File: src/rtl/mac_dot_engine.sv
// Multi-lane multiply-accumulate dot-product engine: LANES products per beat, summed and
// accumulated over cfg_len beats, presented on a valid/ready result port, then auto-cleared.
module mac_dot_engine #(
    parameter int A_W      = 8,
    parameter int B_W      = 8,
    parameter int LANES    = 4,
    parameter int ACC_W    = 32,
    parameter int LEN_W    = 16,
    parameter int SATURATE = 1
) (
    input  logic                 clk,
    input  logic                 rst,
    input  logic [LEN_W-1:0]     cfg_len,
    input  logic                 cfg_signed,
    input  logic                 in_valid,
    output logic                 in_ready,
    input  logic [LANES*A_W-1:0] in_a,
    input  logic [LANES*B_W-1:0] in_b,
    output logic                 out_valid,
    input  logic                 out_ready,
    output logic [ACC_W-1:0]     out_acc,
    output logic                 out_ovf,
    output logic [1:0]           dbg_state
);
    // Handshake: a beat moves on a rising edge with in_valid && in_ready; a result moves on a
    // rising edge with out_valid && out_ready. Neither ready depends combinationally on valid.

    localparam int P_W = A_W + B_W;
    localparam int S_W = ACC_W + 2;

    typedef enum logic [1:0] {
        IDLE  = 2'd0,
        ACCUM = 2'd1,
        DRAIN = 2'd2,
        HOLD  = 2'd3
    } state_t;

    state_t               state, state_nx;
    logic                 ready_q, ready_nx;
    logic [LEN_W-1:0]     len_q, cnt_q, len_first;
    logic                 signed_q, mode_now, beat, out_fire;
    logic [LANES*P_W-1:0] prod_nx, prod_q;
    logic                 prod_valid;
    logic [ACC_W-1:0]     acc_q, acc_nx;
    logic                 ovf_q, ovf_now;
    logic [S_W-1:0]       lane_sum, wide;

    assign beat      = in_valid && ready_q;
    assign out_fire  = (state == HOLD) && out_ready;
    assign len_first = (cfg_len == '0) ? LEN_W'(1) : cfg_len;
    // The first beat is multiplied in the same cycle its mode is latched.
    assign mode_now  = (state == IDLE) ? cfg_signed : signed_q;

    always_comb begin
        state_nx = state;
        case (state)
            IDLE:    if (beat) state_nx = (len_first == LEN_W'(1)) ? DRAIN : ACCUM;
            ACCUM:   if (beat && (cnt_q == len_q - LEN_W'(1))) state_nx = DRAIN;
            DRAIN:   state_nx = HOLD;
            HOLD:    if (out_ready) state_nx = IDLE;
            default: state_nx = IDLE;
        endcase
        // Ready only reopens one cycle after arriving back in IDLE (no bypass from HOLD).
        ready_nx = ((state == IDLE) || (state == ACCUM)) &&
                   ((state_nx == IDLE) || (state_nx == ACCUM));
    end

    always_ff @(posedge clk or negedge rst) begin
        if (!rst) begin
            state   <= IDLE;
            ready_q <= 1'b1;
        end else begin
            state   <= state_nx;
            ready_q <= ready_nx;
        end
    end

    always_ff @(posedge clk or negedge rst) begin
        if (!rst) begin
            len_q    <= '0;
            cnt_q    <= '0;
            signed_q <= 1'b0;
        end else if (beat) begin
            if (state == IDLE) begin
                len_q    <= len_first;
                signed_q <= cfg_signed;
                cnt_q    <= LEN_W'(1);
            end else begin
                cnt_q <= cnt_q + LEN_W'(1);
            end
        end
    end

    always_comb begin
        logic [P_W-1:0] a_ext;
        logic [P_W-1:0] b_ext;
        prod_nx = '0;
        a_ext   = '0;
        b_ext   = '0;
        for (int i = 0; i < LANES; i++) begin
            a_ext = {{B_W{mode_now & in_a[i*A_W+A_W-1]}}, in_a[i*A_W +: A_W]};
            b_ext = {{A_W{mode_now & in_b[i*B_W+B_W-1]}}, in_b[i*B_W +: B_W]};
            // Low P_W bits of the extended product are exact in both modes.
            prod_nx[i*P_W +: P_W] = a_ext * b_ext;
        end
    end

    always_ff @(posedge clk or negedge rst) begin
        if (!rst) begin
            prod_q     <= '0;
            prod_valid <= 1'b0;
        end else begin
            prod_valid <= beat;
            if (beat) prod_q <= prod_nx;
        end
    end

    always_comb begin
        lane_sum = '0;
        for (int i = 0; i < LANES; i++) begin
            lane_sum = lane_sum +
                {{(S_W-P_W){signed_q & prod_q[i*P_W+P_W-1]}}, prod_q[i*P_W +: P_W]};
        end
        wide    = lane_sum + {{2{acc_q[ACC_W-1]}}, acc_q};
        // In range only when the top three bits agree.
        ovf_now = !((wide[S_W-1:ACC_W-1] == '0) || (wide[S_W-1:ACC_W-1] == '1));
        acc_nx  = wide[ACC_W-1:0];
        if (ovf_now && (SATURATE != 0)) begin
            acc_nx = wide[S_W-1] ? {1'b1, {(ACC_W-1){1'b0}}} : {1'b0, {(ACC_W-1){1'b1}}};
        end
    end

    always_ff @(posedge clk or negedge rst) begin
        if (!rst) begin
            acc_q <= '0;
            ovf_q <= 1'b0;
        end else if (out_fire) begin
            acc_q <= '0;
            ovf_q <= 1'b0;
        end else if (prod_valid) begin
            acc_q <= acc_nx;
            ovf_q <= ovf_q | ovf_now;
        end
    end

    assign in_ready  = ready_q;
    assign out_valid = (state == HOLD);
    assign out_acc   = acc_q;
    assign out_ovf   = ovf_q;
    assign dbg_state = state;

endmodule

File: config.mk
export PLATFORM = sky130hd
export DESIGN_NAME = mac_dot_engine
export DESIGN_NICKNAME = d
export VERILOG_FILES = /design/src/rtl/mac_dot_engine.sv
export SDC_FILE = /design/constraint.sdc
export NUM_CORES = 1
export LEC_CHECK = 0
export ABC_AREA = 1
export CAP_MARGIN = 5
export CORE_ASPECT_RATIO = 1.5
export CORE_MARGIN = 2
export CORE_UTILIZATION = 35
export DETAILED_ROUTE_END_ITERATION = 7
export DONT_BUFFER_PORTS = 1
export GPL_TIMING_DRIVEN = 0
export PLACE_DENSITY = 0.54
export REMOVE_ABC_BUFFERS = 1
export SKIP_CTS_REPAIR_TIMING = 1
export SYNTH_ARGS = -nofsm -noshare
export SYNTH_HDL_FRONTEND = slang
export SYNTH_SLANG_ARGS = --single-unit
File: constraint.sdc
create_clock -name clk -period 15.55 [get_ports clk]
set_clock_uncertainty 0.1 [all_clocks]
set_input_delay 1.555 -clock clk [delete_from_list [all_inputs] [get_ports clk]]
set_output_delay 1.555 -clock clk [all_outputs]
set_load 0.03 [all_outputs]
==> summary.md <==
| Metric | Value |
|---|---|
| Status | complete, but fails checks |
| Violations in the final reports | design-rule violations |
| Post-Syn Instances | 3039 |
| Core ar. | 64190 sq um |
| CP Launch Type | primary input |
| Antenna viol nets, final | 0 |
| Dpl cells | 3757 |
| Setup TNS | 0 ps |
| Tcrit/Tclk final | 47.96% |
| TritonCTS Sinks | 134 |
| Synthesis-to-finish area growth | 5.612% |
| Die X-Extent | 211.4 microns |
| Root Buffer | clkbuf_16 |
| Post-synth EDFFs | 0 |
| Max Fanout on Critical Path | 17 |
| First-pass iteration count of the detailed router | 8 |
| FFs w/ async S/R, synth | 100.0% |
| Clk_lat worst skew | 450 ps |
| Starting DRC count in detailed routing | 764 |
| Leading area contributor after synthesis | fa_1 |
| Drt wl/cell | 14.92 microns |
| Max cap viols | 0 |
| Max frequency | 134.1 MHz |
| Pin count of the biggest net entering global routing | 135 |
| Mean Syn Cell Area | 7.431 sq um |
| Final setup margin | 8092 ps |
| Netlist cell types | 44 |
| Min-delay src | prod_q[59]$_DFFE_PN0P_ |
| Initial antenna violation count | 0 |
| Dpl hpwl | 46910 microns |
| Drt via density | 4.561 |
| Gr usage total | 17.88% |
| Overflow after GRT | 0 |
| Die height | 315.1 microns |
| CP arrival | 7670 ps |
| Wirelength, routed | 56550 microns |
| Crit. Startpoint | cfg_signed |
| Pins Over Slew Limit | 0 |
| Part of the Yosys area used for sequential elements | 14.85% |
| Final net count | 3564 |
| # setup viols final | 0 |
| Worst Max-Slew Pin Slew | 1034 ps |
| Initial Util | 35.19% |
| Post-Layout Cell Count | 3790 |
| DRC | 1 |
| Die ar. | 66620 sq um |
| Routability Congestion | 0.9334 |
| Crit end category | register |
| Vias in the first global route | 18070 |
| Worst r2r src | dbg_state[0]$_DFF_PN0_ |
| Worst setup path category | in2reg |
| Antenna Cells | 0 |
| Flops & latches, synth | 134 |
| RSZ-0062 raised after global routing | no |
| CTS H-tree depth | 4 |
| I/O pins | 122 |
| Crit path time final | 7458 ps |
| Hold WC Path Type | reg2reg |
| YS warnings | 0 |
| Normalized max-slew margin | 30.92% |
| Top cells by area, synth | fa_1 31%, dfrtp_1 15%, inv_1 15%, nand2_1 13%, ha_1 9.3% |
| Via count | 17290 |
| Layout cell share with drive strength beyond 1 | 2.720% |
| Commonest cells in the netlist | 875 x inv_1, 766 x nand2_1, 347 x fa_1 |
| Most frequent cell after synthesis | inv_1 |
| DP Worst Slack | 7557 ps |
| Num CTS Buffers | 17 |
| Yosys top cell area share | 30.76% |
| Top_reg_cell synth | dfrtp_1 |
| Final hold vios | 0 |
| WP data required | 15770 ps |
| Worst-path clk slew | 60 ps |
| Input/output buffers | 0 |
| Netlist Area Pre-Place | 22580 sq um |
| TritonCTS clock tree | built |
| Global-route wire length before repair | 93530 microns |
| Clock tree buffer depth | 2 |
| Row count | 114 |
[state kept, by name (all words and copies together), names as in the netlist]
register,cells
prod_q,64
out_acc,32
cnt_q,16
len_q,16
dbg_state,2
in_ready,1
out_ovf,1
prod_valid,1
signed_q,1
[through the flow]
step | hold slack (ps) | utilization (%) | area (sq um)
after global routing | 411.7 | 37.16 | 23850
after floorplan | 351.7 | - | 22170
final | 387.3 | 37.16 | 23850
after global placement | 365.5 | 36.12 | 23180
after CTS | 392.0 | 37.14 | 23840
after detailed placement | 375.6 | 36.21 | 23240
[per-layer routing]
metal	wire, microns	GRT usage [%]
met5	0	0
met4	1409	4.946
met3	1817	2.431
met2	30780	34.34
met1	22540	20.44
[cell families (layout without fill, tap and decap cells)]
group                    after synthesis  in the layout  share of synthesized area (%)
AO/OA/AOI/OAI                        216            216                          5.363
buffers and inverters                976            915                          16.46
flip-flops                           134            134                          14.85
AND/OR/NAND/NOR                     1125           1125                          20.44
adder cells (fa/ha/maj)              514            514                          40.01
XOR/XNOR                              74             74                          2.870
[critical path, cell delays in order]
cell,delay (ps)
inv_1,20
nand2_1,60
nand2_2,380
inv_2,630
nand2_1,420
or2_2,410
fa_1,460
fa_1,490
inv_1,50
fa_1,470
fa_1,500
inv_1,60
fa_1,500
inv_1,50
ha_1,360
a21oi_1,270
nand2_1,130
a21oi_1,210
o21ai_0,100
a21oi_1,150
xor2_1,250
o21ai_0,120
[layout make-up]
cell class | count | area (sq um)
fill | 6812 | 40330
multi-input combinational | 1929 | 15520
sequential | 134 | 3354
inverter | 879 | 3299
tap | 812 | 1016
clock buffer | 18 | 429.2
clock inverter | 14 | 165.2
timing repair buffer | 4 | 70.07
[final timing paths]
path	end	slack, ps	cells after the start
setup / recovery	prod_q[29]$_DFFE_PN0P_	8090	22
hold / removal	prod_q[59]$_DFFE_PN0P_	390	2
setup reg to reg	prod_q[29]$_DFFE_PN0P_	8250	23
hold reg to reg	prod_q[59]$_DFFE_PN0P_	390	2
max in group asynchronous	prod_q[31]$_DFFE_PN0P_	14320	0
min in group asynchronous	len_q[10]$_DFFE_PN0P_	720	0
[placed cells by master, fill, tap and decap left out, drive strengths merged]
cell | netlist | final
o21a | 4 | 4
nand3 | 120 | 120
xor2 | 40 | 40
nor2 | 154 | 154
clkinvlp | 0 | 1
o31ai | 1 | 1
nor4 | 2 | 2
or2 | 18 | 18
clkinv | 0 | 4
xnor2 | 34 | 34
clkbuf | 84 | 18
nand2b | 1 | 1
o21bai | 12 | 12
ha | 167 | 167
nand3b | 13 | 13
a221oi | 2 | 2
a21o | 9 | 9
nor3 | 22 | 22
buf | 13 | 4
a211oi | 2 | 2
dfstp | 1 | 1
a21oi | 71 | 71
o2111ai | 3 | 3
nand2 | 779 | 779
a31oi | 6 | 6
dfrtp | 133 | 133
o22ai | 6 | 6
fa | 347 | 347
nor3b | 1 | 1
nand4 | 15 | 15
inv | 879 | 886
bufinv | 0 | 2
o211ai | 3 | 3
o21ai | 97 | 97
Power is not shown: default switching activity piles up to over one toggle a cycle in this logic, so the estimate is an artifact.
